`src/rtl/us_ptp_pkg.sv`:
```
// Shared definitions for the multi-channel ultrasonic PTP timer:
// register selects, CTRL bit positions and FSM state encoding.
package us_ptp_pkg;

   localparam logic [7:0] SEL_CTRL   = 8'h00;
   localparam logic [7:0] SEL_PLEN   = 8'h01;
   localparam logic [7:0] SEL_TOUT   = 8'h02;
   localparam logic [7:0] SEL_TURN   = 8'h03;
   localparam logic [7:0] SEL_STATUS = 8'h04;
   localparam logic [7:0] SEL_TRAVEL = 8'h05;
   localparam logic [7:0] SEL_PERIOD = 8'h06;
   localparam logic [7:0] SEL_SEQ    = 8'h07;

   localparam int CTRL_EN     = 0;
   localparam int CTRL_MASTER = 1;
   localparam int CTRL_CONT   = 2;
   localparam int CTRL_START  = 3;

   localparam logic [31:0] DEADBEEF = 32'hDEAD_BEEF;

   typedef enum logic [2:0] {
      ST_IDLE,
      ST_TX,
      ST_LISTEN,
      ST_TURN,
      ST_GAP
   } state_e;

endpackage

```
`src/rtl/us_edge_sync.sv`:
```
// Multi-flop synchroniser for one asynchronous receive line, followed by
// a registered rising-edge detector (pulse SYNC_STAGES+1 cycles after the pin).
module us_edge_sync #(
   parameter int STAGES = 2
) (
   input  logic clk_i,
   input  logic rst_ni,
   input  logic d_i,
   output logic rise_o
);

   logic [STAGES-1:0] sync_q;
   logic              prev_q;
   logic              rise_q;

   always_ff @(posedge clk_i or negedge rst_ni) begin
      if (!rst_ni) begin
         sync_q <= '0;
         prev_q <= 1'b0;
         rise_q <= 1'b0;
      end else begin
         sync_q[0] <= d_i;
         for (int i = 1; i < STAGES; i++) begin
            sync_q[i] <= sync_q[i-1];
         end
         prev_q <= sync_q[STAGES-1];
         rise_q <= sync_q[STAGES-1] & ~prev_q;
      end
   end

   assign rise_o = rise_q;

endmodule

```
`src/rtl/us_ptp_multi_sync.sv`:
```
// Ultrasonic PTP master/slave timer: one piezo TX line, NUM_CH RX lines,
// Avalon-MM register interface with one stall cycle per read.
module us_ptp_multi_sync
   import us_ptp_pkg::*;
#(
   parameter int NUM_CH      = 4,
   parameter int CNT_W       = 32,
   parameter int SYNC_STAGES = 2,
   parameter int HOLDOFF     = 1000
) (
   input  logic              clock,
   input  logic              reset_n,
   input  logic [15:0]       avalon_slave_address,
   input  logic              avalon_slave_write,
   input  logic [31:0]       avalon_slave_writedata,
   input  logic              avalon_slave_read,
   output logic [31:0]       avalon_slave_readdata,
   output logic              avalon_slave_waitrequest,
   output logic              piezo_interface_out,
   input  logic [NUM_CH-1:0] piezo_interface_in
);

   localparam logic [CNT_W-1:0] CNT_MAX  = '1;
   localparam logic [CNT_W-1:0] PLEN_RST = CNT_W'(20);
   localparam logic [CNT_W-1:0] GAP_LAST =
      CNT_W'((HOLDOFF > 0) ? HOLDOFF - 1 : 0);

   logic [NUM_CH-1:0] rise;

   for (genvar g = 0; g < NUM_CH; g++) begin : g_rx
      us_edge_sync #(
         .STAGES (SYNC_STAGES)
      ) u_sync (
         .clk_i  (clock),
         .rst_ni (reset_n),
         .d_i    (piezo_interface_in[g]),
         .rise_o (rise[g])
      );
   end

   state_e            state_q, state_d;
   logic [2:0]        ctrl_q, ctrl_d;
   logic              start_q, start_d;
   logic [CNT_W-1:0]  plen_q, plen_d;
   logic [CNT_W-1:0]  tout_q, tout_d;
   logic [CNT_W-1:0]  turn_q, turn_d;
   logic [CNT_W-1:0]  cnt_q, cnt_d;
   logic [CNT_W-1:0]  tmr_q, tmr_d;
   logic [CNT_W-1:0]  plat_q, plat_d;
   logic [CNT_W-1:0]  tlat_q, tlat_d;
   logic [CNT_W-1:0]  period_q, period_d;
   logic [CNT_W-1:0]  travel_q [NUM_CH];
   logic [CNT_W-1:0]  travel_d [NUM_CH];
   logic [NUM_CH-1:0] valid_q, valid_d;
   logic              tflag_q, tflag_d;
   logic              prev_q, prev_d;
   logic              mst_q, mst_d;
   logic              wflag_q, wflag_d;
   logic [31:0]       seq_q, seq_d;
   logic [31:0]       rdata_q, rdata_d;

   logic [7:0]        sel;
   logic [7:0]        idx;
   logic              en, master, cont;
   logic              busy, abort, arm, cnt_run;
   logic [CNT_W-1:0]  cnt_inc, plen_eff;
   logic [31:0]       rmux;

   assign sel      = avalon_slave_address[15:8];
   assign idx      = avalon_slave_address[7:0];
   assign en       = ctrl_q[CTRL_EN];
   assign master   = ctrl_q[CTRL_MASTER];
   assign cont     = ctrl_q[CTRL_CONT];
   assign busy     = (state_q != ST_IDLE);
   assign abort    = busy && (!en || (master != mst_q));
   assign cnt_run  = (state_q == ST_TX) || (state_q == ST_LISTEN) ||
                     (state_q == ST_TURN);
   assign cnt_inc  = (cnt_q == CNT_MAX) ? cnt_q : cnt_q + 1'b1;
   assign plen_eff = (plen_q == '0) ? CNT_W'(1) : plen_q;

   always_comb begin
      ctrl_d  = ctrl_q;
      start_d = 1'b0;
      plen_d  = plen_q;
      tout_d  = tout_q;
      turn_d  = turn_q;
      if (avalon_slave_write) begin
         case (sel)
            SEL_CTRL: begin
               ctrl_d  = avalon_slave_writedata[2:0];
               start_d = avalon_slave_writedata[CTRL_START] &
                         avalon_slave_writedata[CTRL_EN];
            end
            SEL_PLEN: plen_d = avalon_slave_writedata[CNT_W-1:0];
            SEL_TOUT: tout_d = avalon_slave_writedata[CNT_W-1:0];
            SEL_TURN: turn_d = avalon_slave_writedata[CNT_W-1:0];
            default:  ;
         endcase
      end
   end

   always_comb begin
      rmux = DEADBEEF;
      case (sel)
         SEL_CTRL:   rmux = 32'(ctrl_q);
         SEL_PLEN:   rmux = 32'(plen_q);
         SEL_TOUT:   rmux = 32'(tout_q);
         SEL_TURN:   rmux = 32'(turn_q);
         SEL_STATUS: begin
            rmux             = '0;
            rmux[0]          = busy;
            rmux[1]          = tflag_q;
            rmux[8 +: NUM_CH] = valid_q;
         end
         SEL_TRAVEL: begin
            for (int i = 0; i < NUM_CH; i++) begin
               if (idx == 8'(i)) rmux = 32'(travel_q[i]);
            end
         end
         SEL_PERIOD: rmux = 32'(period_q);
         SEL_SEQ:    rmux = seq_q;
         default:    ;
      endcase
   end

   always_comb begin
      rdata_d = rdata_q;
      wflag_d = 1'b1;
      if (avalon_slave_read && wflag_q) begin
         rdata_d = rmux;
         wflag_d = 1'b0;
      end
   end

   always_comb begin
      state_d  = state_q;
      cnt_d    = cnt_run ? cnt_inc : cnt_q;
      tmr_d    = tmr_q;
      plat_d   = plat_q;
      tlat_d   = tlat_q;
      period_d = period_q;
      travel_d = travel_q;
      valid_d  = valid_q;
      tflag_d  = tflag_q;
      prev_d   = prev_q;
      mst_d    = mst_q;
      seq_d    = seq_q;
      arm      = 1'b0;
      unique case (state_q)
         ST_IDLE: begin
            if (en && master && (start_q || cont)) begin
               arm = 1'b1;
            end else if (en && !master) begin
               state_d = ST_LISTEN;
               mst_d   = 1'b0;
               cnt_d   = '0;
               prev_d  = 1'b0;
            end
         end
         ST_TX: begin
            tmr_d = tmr_q + 1'b1;
            if (tmr_q == plat_q - 1'b1) begin
               state_d = ST_LISTEN;
               tmr_d   = '0;
            end
         end
         ST_LISTEN: begin
            if (mst_q) begin
               for (int i = 0; i < NUM_CH; i++) begin
                  if (rise[i] && !valid_q[i]) begin
                     travel_d[i] = cnt_q;
                     valid_d[i]  = 1'b1;
                  end
               end
               if (&valid_d) begin
                  state_d = ST_GAP;
                  tmr_d   = '0;
                  seq_d   = seq_q + 1'b1;
               end else if (cnt_q >= tlat_q) begin
                  state_d = ST_GAP;
                  tmr_d   = '0;
                  tflag_d = 1'b1;
                  seq_d   = seq_q + 1'b1;
               end
            end else if (rise[0]) begin
               if (prev_q) begin
                  period_d   = cnt_q;
                  valid_d[0] = 1'b1;
                  seq_d      = seq_q + 1'b1;
               end
               // edge cycle counts as 0, so PERIOD is edge-to-edge distance
               prev_d  = 1'b1;
               cnt_d   = CNT_W'(1);
               tmr_d   = '0;
               state_d = ST_TURN;
            end
         end
         ST_TURN: begin
            tmr_d = tmr_q + 1'b1;
            if ((turn_q == '0) || (tmr_q == turn_q - 1'b1)) begin
               state_d = ST_TX;
               tmr_d   = '0;
               plat_d  = plen_eff;
            end
         end
         ST_GAP: begin
            tmr_d = tmr_q + 1'b1;
            if (tmr_q == GAP_LAST) begin
               if (cont) arm = 1'b1;
               else      state_d = ST_IDLE;
            end
         end
         default: state_d = ST_IDLE;
      endcase
      if (arm) begin
         state_d = ST_TX;
         mst_d   = 1'b1;
         cnt_d   = '0;
         tmr_d   = '0;
         plat_d  = plen_eff;
         tlat_d  = tout_q;
         valid_d = '0;
         tflag_d = 1'b0;
      end
      if (abort) state_d = ST_IDLE;
   end

   always_ff @(posedge clock or negedge reset_n) begin
      if (!reset_n) begin
         state_q  <= ST_IDLE;
         ctrl_q   <= '0;
         start_q  <= 1'b0;
         plen_q   <= PLEN_RST;
         tout_q   <= CNT_MAX;
         turn_q   <= '0;
         cnt_q    <= '0;
         tmr_q    <= '0;
         plat_q   <= '0;
         tlat_q   <= '0;
         period_q <= '0;
         for (int i = 0; i < NUM_CH; i++) travel_q[i] <= '0;
         valid_q  <= '0;
         tflag_q  <= 1'b0;
         prev_q   <= 1'b0;
         mst_q    <= 1'b0;
         wflag_q  <= 1'b1;
         seq_q    <= '0;
         rdata_q  <= '0;
      end else begin
         state_q  <= state_d;
         ctrl_q   <= ctrl_d;
         start_q  <= start_d;
         plen_q   <= plen_d;
         tout_q   <= tout_d;
         turn_q   <= turn_d;
         cnt_q    <= cnt_d;
         tmr_q    <= tmr_d;
         plat_q   <= plat_d;
         tlat_q   <= tlat_d;
         period_q <= period_d;
         travel_q <= travel_d;
         valid_q  <= valid_d;
         tflag_q  <= tflag_d;
         prev_q   <= prev_d;
         mst_q    <= mst_d;
         wflag_q  <= wflag_d;
         seq_q    <= seq_d;
         rdata_q  <= rdata_d;
      end
   end

   assign avalon_slave_readdata    = rdata_q;
   assign avalon_slave_waitrequest = avalon_slave_read & wflag_q;
   assign piezo_interface_out      = (state_q == ST_TX);

endmodule

```
`config.mk`:
```
export PLATFORM = sky130hd
export DESIGN_NAME = us_ptp_multi_sync
export DESIGN_NICKNAME = d
export VERILOG_FILES = /design/src/rtl/us_ptp_pkg.sv /design/src/rtl/us_edge_sync.sv /design/src/rtl/us_ptp_multi_sync.sv
export SDC_FILE = /design/constraint.sdc
export NUM_CORES = 1
export LEC_CHECK = 0
export CAP_MARGIN = 20
export CORE_MARGIN = 8
export CORE_UTILIZATION = 62
export CTS_CLUSTER_DIAMETER = 60
export DETAILED_ROUTE_END_ITERATION = 7
export PLACE_DENSITY = 0.93
export SLEW_MARGIN = 0
export SYNTH_ARGS = -nofsm -noshare
export SYNTH_HDL_FRONTEND = slang
export SYNTH_SLANG_ARGS = --single-unit
```
`constraint.sdc`:
```
create_clock -name clock -period 4.1 [get_ports clock]
set_input_delay 0.82 -clock clock [delete_from_list [all_inputs] [get_ports clock]]
set_output_delay 0.82 -clock clock [all_outputs]
set_load 0.03 [all_outputs]
```
**Word level (Yosys, flattened, before mapping)**

Cells that the tools add are included.
Widths: inputs -> output; s select.

- Register bits after elaboration: 479
- Input port bits: 56
- Output and inout bits: 34

- $add $sub $neg: 5
- $lt $le $gt $ge: 1
- Equal/unequal tests: 36
- Multiplexer cells: 80
- Bitwise operators: 11
- Reductions and logical operators: 58

Operators by type and width:

| kind | number |
|---|---|
| $mux 32 | 27 |
| $pmux 32 s8 | 1 |
| $pmux 32 s4 | 1 |
| $add 32x1->32 const B | 3 |
| $eq 32x32->1 | 2 |
| $logic_not 32->1 | 2 |
| $pmux 32 s2 | 1 |
| $sub 32x1->32 const B | 2 |
| $mux 3 | 13 |
| $eq 32x10->1 const B | 1 |
| $eq 32x32->1 const B | 1 |
| $eq 8x2->1 const B | 4 |
| $eq 8x3->1 const B | 4 |
| $ge 32x32->1 | 1 |
| $mux 1 | 32 |
| $reduce_and 3->1 | 7 |
| $reduce_bool 2->1 | 10 |
| $eq 8x1->1 const B | 2 |
| $logic_not 8->1 | 2 |
| $ne 4x4->1 const B | 4 |
| $reduce_and 4->1 | 4 |
| $pmux 3 s5 | 1 |
| $reduce_and 2->1 | 6 |
| $ne 2x2->1 const B | 5 |
| 23 further kinds | 55 |

**Longest topological paths before layout**

- Depth after elaboration: 11
- Depth in mapped cells: 13
- Mapped depth without buffers: 12

**Modules after synthesis**

Synthesis repeated with hierarchy kept, for this count alone.

- Cells, all modules: 2210
- Area, all modules: 24440.9 um2

By module, submodules not included:

| module | times used | cells each | area each (um2) |
|---|---|---|---|
| us_ptp_multi_sync | 1 | 2190 | 23985.5 |
| us_edge_sync | 4 | 5 | 113.9 |

**Worst setup path after synthesis**

OpenSTA, ideal clock, no wires.

- Path kind: register -> register
- Start point: register turn_q[0]
- End point: register plat_q[23]
- Setup time: 125 ps
- Arrival time: 3644 ps
- Required time: 3975 ps
- Slack: 331 ps
- Stages on the path, launching flop included: 14
- Buffers on the path: 1
- Clock period less this slack: 3769 ps
- Cell sequence: dfrtp_1 > inv_1 > ha_1 > nor3b_1 > nand3_1 > nor3_1 > xnor2_1 > nand4_1 > a211o_1 > or4_4 > nor2b_4 > o21bai_4 > buf_6 > mux2_2

- Word-level cells in the longest chain between the ends: 5
- Elaborated cells on any way between the ends: 6
- Those cells by class: 1 x add/sub; 1 x eq/ne; 4 x reduce/logical

RTL lines:

| what | RTL line | source |
|---|---|---|
| start: declaration | us_ptp_multi_sync.sv:46 | `logic [CNT_W-1:0] turn_q, turn_d;` |
| start signal: assignment | us_ptp_multi_sync.sv:255 | `turn_q <= turn_d;` |
| $sub 32x1->32 | us_ptp_multi_sync.sv:200 | `if ((turn_q == '0) \|\| (tmr_q == turn_q - 1'b1)) begin` |
| $eq 32x32->1 | us_ptp_multi_sync.sv:200 |  |
| $logic_or 1x1->1 * | us_ptp_multi_sync.sv:200 |  |
| $reduce_bool 2->1 (no source line) * | - |  |
| $reduce_and 2->1 (no source line) * | - |  |
| end signal: assignment | us_ptp_multi_sync.sv:258 | `plat_q <= plat_d;` |
| end: declaration | us_ptp_multi_sync.sv:49 | `logic [CNT_W-1:0] plat_q, plat_d;` |

Mark *: on every way between the ends. The rest lies on a longest branch, timed or not.
A chain may end at the register's enable or synchronous reset.

**Final worst setup path**

- Start point: register turn_q[15]
- End point: register plat_q[22]

Same word-level chain as after synthesis.

==> out/metrics.yaml <==
clock_network:
  insertion_delay_ns: 0.58
  cts_setup_buffers: 0
  cts_sinks: 479
  cts_max_level: 2
  clockBufferDepth: 3
  tritoncts: "built"
  cts_hold_buf: 0
  cts_made_buffers: 48
  clk_pin_slew_ns: 0.07
  clockRootBuffer: "clkbuf_16"
synth:
  synth_ff_type: "dfrtp_1"
  synth-xor-area-share_pct: 5.458
  yosysSeqAreaShare_pct: 49.41
  yosys.area_share.simple_pct: 13.50
  synth_cell_types: 85
  synth_common_cells: "dfrtp_1, mux2_2, nand2_1, nor2_1, clkbuf_1"
  synth-seq-cells: 479
  synth_adder_area_share_pct: 1.994
  yosysWarnings: 0
  synth_compound_area_share_pct: 10.85
  synth_top_family_by_area: "multiplexers"
  netlist_top_cells_area: "dfrtp_1, mux2_2, dfstp_2"
  synth.area.mux_share_pct: 15.32
  synth_edf_count: 0
  yosysTopAreaCell: "dfrtp_1"
  synthesis.area_sq_um: 24350
  avgSynthCellArea_sq_um: 10.94
  synth_top_area_share_pct: 45.64
  synthesis.nets: 2320
  synthCells: 2226
  yosysMostFrequentCell: "dfrtp_1"
  async_flop_share_pct: 100.0
status:
  status: "complete, no violations"
final_layout:
  post-route-util_pct: 71.47
  n_antenna_cell: 0
  areaGrowthSynthToFinish_pct: 13.71
  nets: 2396
  final_cells: 2851
  drive_above_1_share_pct: 22.85
  n_fill_cell: 2503
floorplan:
  io_pins: 90
  die_h_um: 214.2
  die_x_um: 214.2
  initial_core_util_pct: 62.85
  num_rows: 72
  core_area_sq_um: 38740
  die_area_sq_um: 45860
placement:
  gp_congestion: 0.9762
  dp.cells: 2769
  io_buffer_count: 89
  dp_hpwl_mm: 50.85
setup_path:
  r2r_setup_slack_ns: 0.15
  reg2reg_depth: 11
  rr_endpoint: "plat_q[22]"
  crit_path_start_kind: "register"
  cp.arrival_ns: 4.40
  cp-startpoint: "turn_q[15]"
  worstSetupPathType: "register to register"
  crit_fanout: 16
  crit_end: "plat_q[22]"
  endpoint_kind: "register"
  worstReg2RegStart: "turn_q[15]"
  required_ns: 4.55
global_routing:
  grt_max_degree: 108
  grt_overflow: 0
  antenna_found_initial: 0
  grt_pass1_wl_mm: 116.2
  first_global_vias: 20160
  grt_util_all_layers_pct: 31.60
routing:
  post_drt_wl_per_cell_um: 25.98
  vias: 19610
  vias_per_cell: 6.878
  totalWireLength_mm: 74.06
  drtAntennaViolNets: 0
  drtIter0Drc: 2483
  drcViolationCount: 0
  dr.pass1.iters: 6
sta:
  clock-skew-final_ns: 0.02637
  hold_viol_final: 0
  rsz0062_at_grt: "no"
  fin_crit_ns: 3.954
  worst_slew_pin_slew_ns: 0.9751
  finalSetupTns_ns: 0
  fmax_mhz: 252.9
  slew_headroom_pct: 33.31
  period_share_pct: 96.44
  setup_viol: 0
  finalMaxSlewViolations: 0
power_and_ir_drop:
  powerDensity_nw_per_um2: 435.8
  power.leakage_uw: 0.01277
  ir_drop_mv: 0.2599
flow_run:
  drv_cap: 0
hold_path:
  hold_class: "input port to asynchronous set/reset pin"
## worst max-delay path: stages (launching register included)
cell	delay (ns)
dfrtp_1	0.43
or4_4	0.58
or4_4	0.47
nor2_2	0.21
nand2_1	0.11
a211o_1	0.27
a211o_1	0.29
or4_4	0.55
nor2b_4	0.16
o21bai_4	0.19
clkbuf_16	0.22
mux2_2	0.34
## power by group
group,switching (uW),leakage [uW],internal [uW]
Clock,1910,0.000786,2690
Sequential,315,0.00635,4930
Combinational,1290,0.00563,938
## what timing repair did
| action | CTS | global route |
|---|---|---|
| setup endpoints to repair | 31 | 44 |
| endpoints found under the hold margin | 0 | 0 |
| gates resized for setup | 1 | 6 |
| gates cloned | 0 | 1 |
| pin swaps | 0 | 1 |
## flip-flops by register name, summed over array words and instances, names as in the netlist, 8 cells and up
| name | flops |
|---|---|
| tout_q | 32 |
| seq_q | 32 |
| plen_q | 32 |
| tmr_q | 32 |
| travel_q | 128 |
| cnt_q | 32 |
| period_q | 32 |
| avalon_slave_readdata | 32 |
| tlat_q | 32 |
| turn_q | 32 |
| plat_q | 32 |
| g_rx.u_sync.sync_q | 8 |
## area by class of cell
cell class | instances | area (sq um) | area share [%]
clock inverters | 22 | 326.6 | 1.180
well taps | 518 | 648.1 | 2.341
inverters | 56 | 210.2 | 0.7593
repair buffers | 180 | 1654 | 5.975
flip-flops and latches | 479 | 12030 | 43.46
multi-input cells | 1537 | 11520 | 41.62
clock buffers | 59 | 1292 | 4.669
## layout by cell type (no fill, tap or decap), types with 26 or more instances in the layout
| cell | Yosys | routed |
|---|---|---|
| a31oi_1 | 26 | 26 |
| buf_4 | 2 | 85 |
| nand3_1 | 53 | 52 |
| nand4_1 | 38 | 38 |
| dfrtp_1 | 444 | 444 |
| nor3_1 | 29 | 28 |
| a21o_1 | 29 | 29 |
| nor2_1 | 138 | 134 |
| xor2_1 | 51 | 51 |
| clkdlybuf4s50_1 | 0 | 87 |
| o21ai_0 | 89 | 89 |
| mux2_2 | 284 | 284 |
| a21oi_1 | 101 | 101 |
| nand2_1 | 153 | 153 |
| nor4_1 | 42 | 41 |
| inv_1 | 56 | 56 |
| dfstp_2 | 35 | 35 |
| ha_1 | 38 | 37 |
| xnor2_1 | 98 | 98 |
| mux2i_1 | 34 | 34 |
| clkbuf_16 | 0 | 49 |
## per-stage QoR
step           hold WS (ns)  setup WS (ns)  total power, uW  cell area, sq um
2_1_floorplan        0.3312         0.3315             6676             24350
3_3_place_gp         0.3332         0.1653             7369             26010
3_5_place_dp         0.3396        0.02029             7453             26010
4_1_cts              0.2510         0.1513            12010             27630
5_1_grt              0.2815        0.02819            12460             27680
6_report             0.2407         0.1462            12060             27680
## worst min path at each step
| stage | depth (start not counted) | endpoint | startpoint |
|---|---|---|---|
| floorplan | 0 | g_rx[0].u_sync.sync_q[1] | g_rx[0].u_sync.sync_q[0] |
| global placement | 0 | g_rx[0].u_sync.sync_q[1] | g_rx[0].u_sync.sync_q[0] |
| detailed placement | 0 | g_rx[0].u_sync.sync_q[1] | g_rx[0].u_sync.sync_q[0] |
| CTS | 1 | plat_q[7] | reset_n |
| global route | 1 | plat_q[6] | reset_n |
| finish | 1 | plat_q[6] | reset_n |
## metal layers
metal / GRT usage [%] / part of all wire (%) / up-vias
li1: - / - / 8237
met5: 0 / 0 / -
met1: 40.01 / 37 / 9734
met2: 51.74 / 48 / 1308
met4: 15.86 / 5.4 / 0
met3: 5.938 / 9.9 / 330
## cells by family (layout without fill, tap and decap cells)
kind of cell	after synthesis	in the layout
compound gates	396	396
xor+xnor	150	150
fa+ha+maj	39	39
buf+inv	210	317
flops	479	479
mux	327	327
simple gates	625	625
Power figures use the tool's default switching activity.
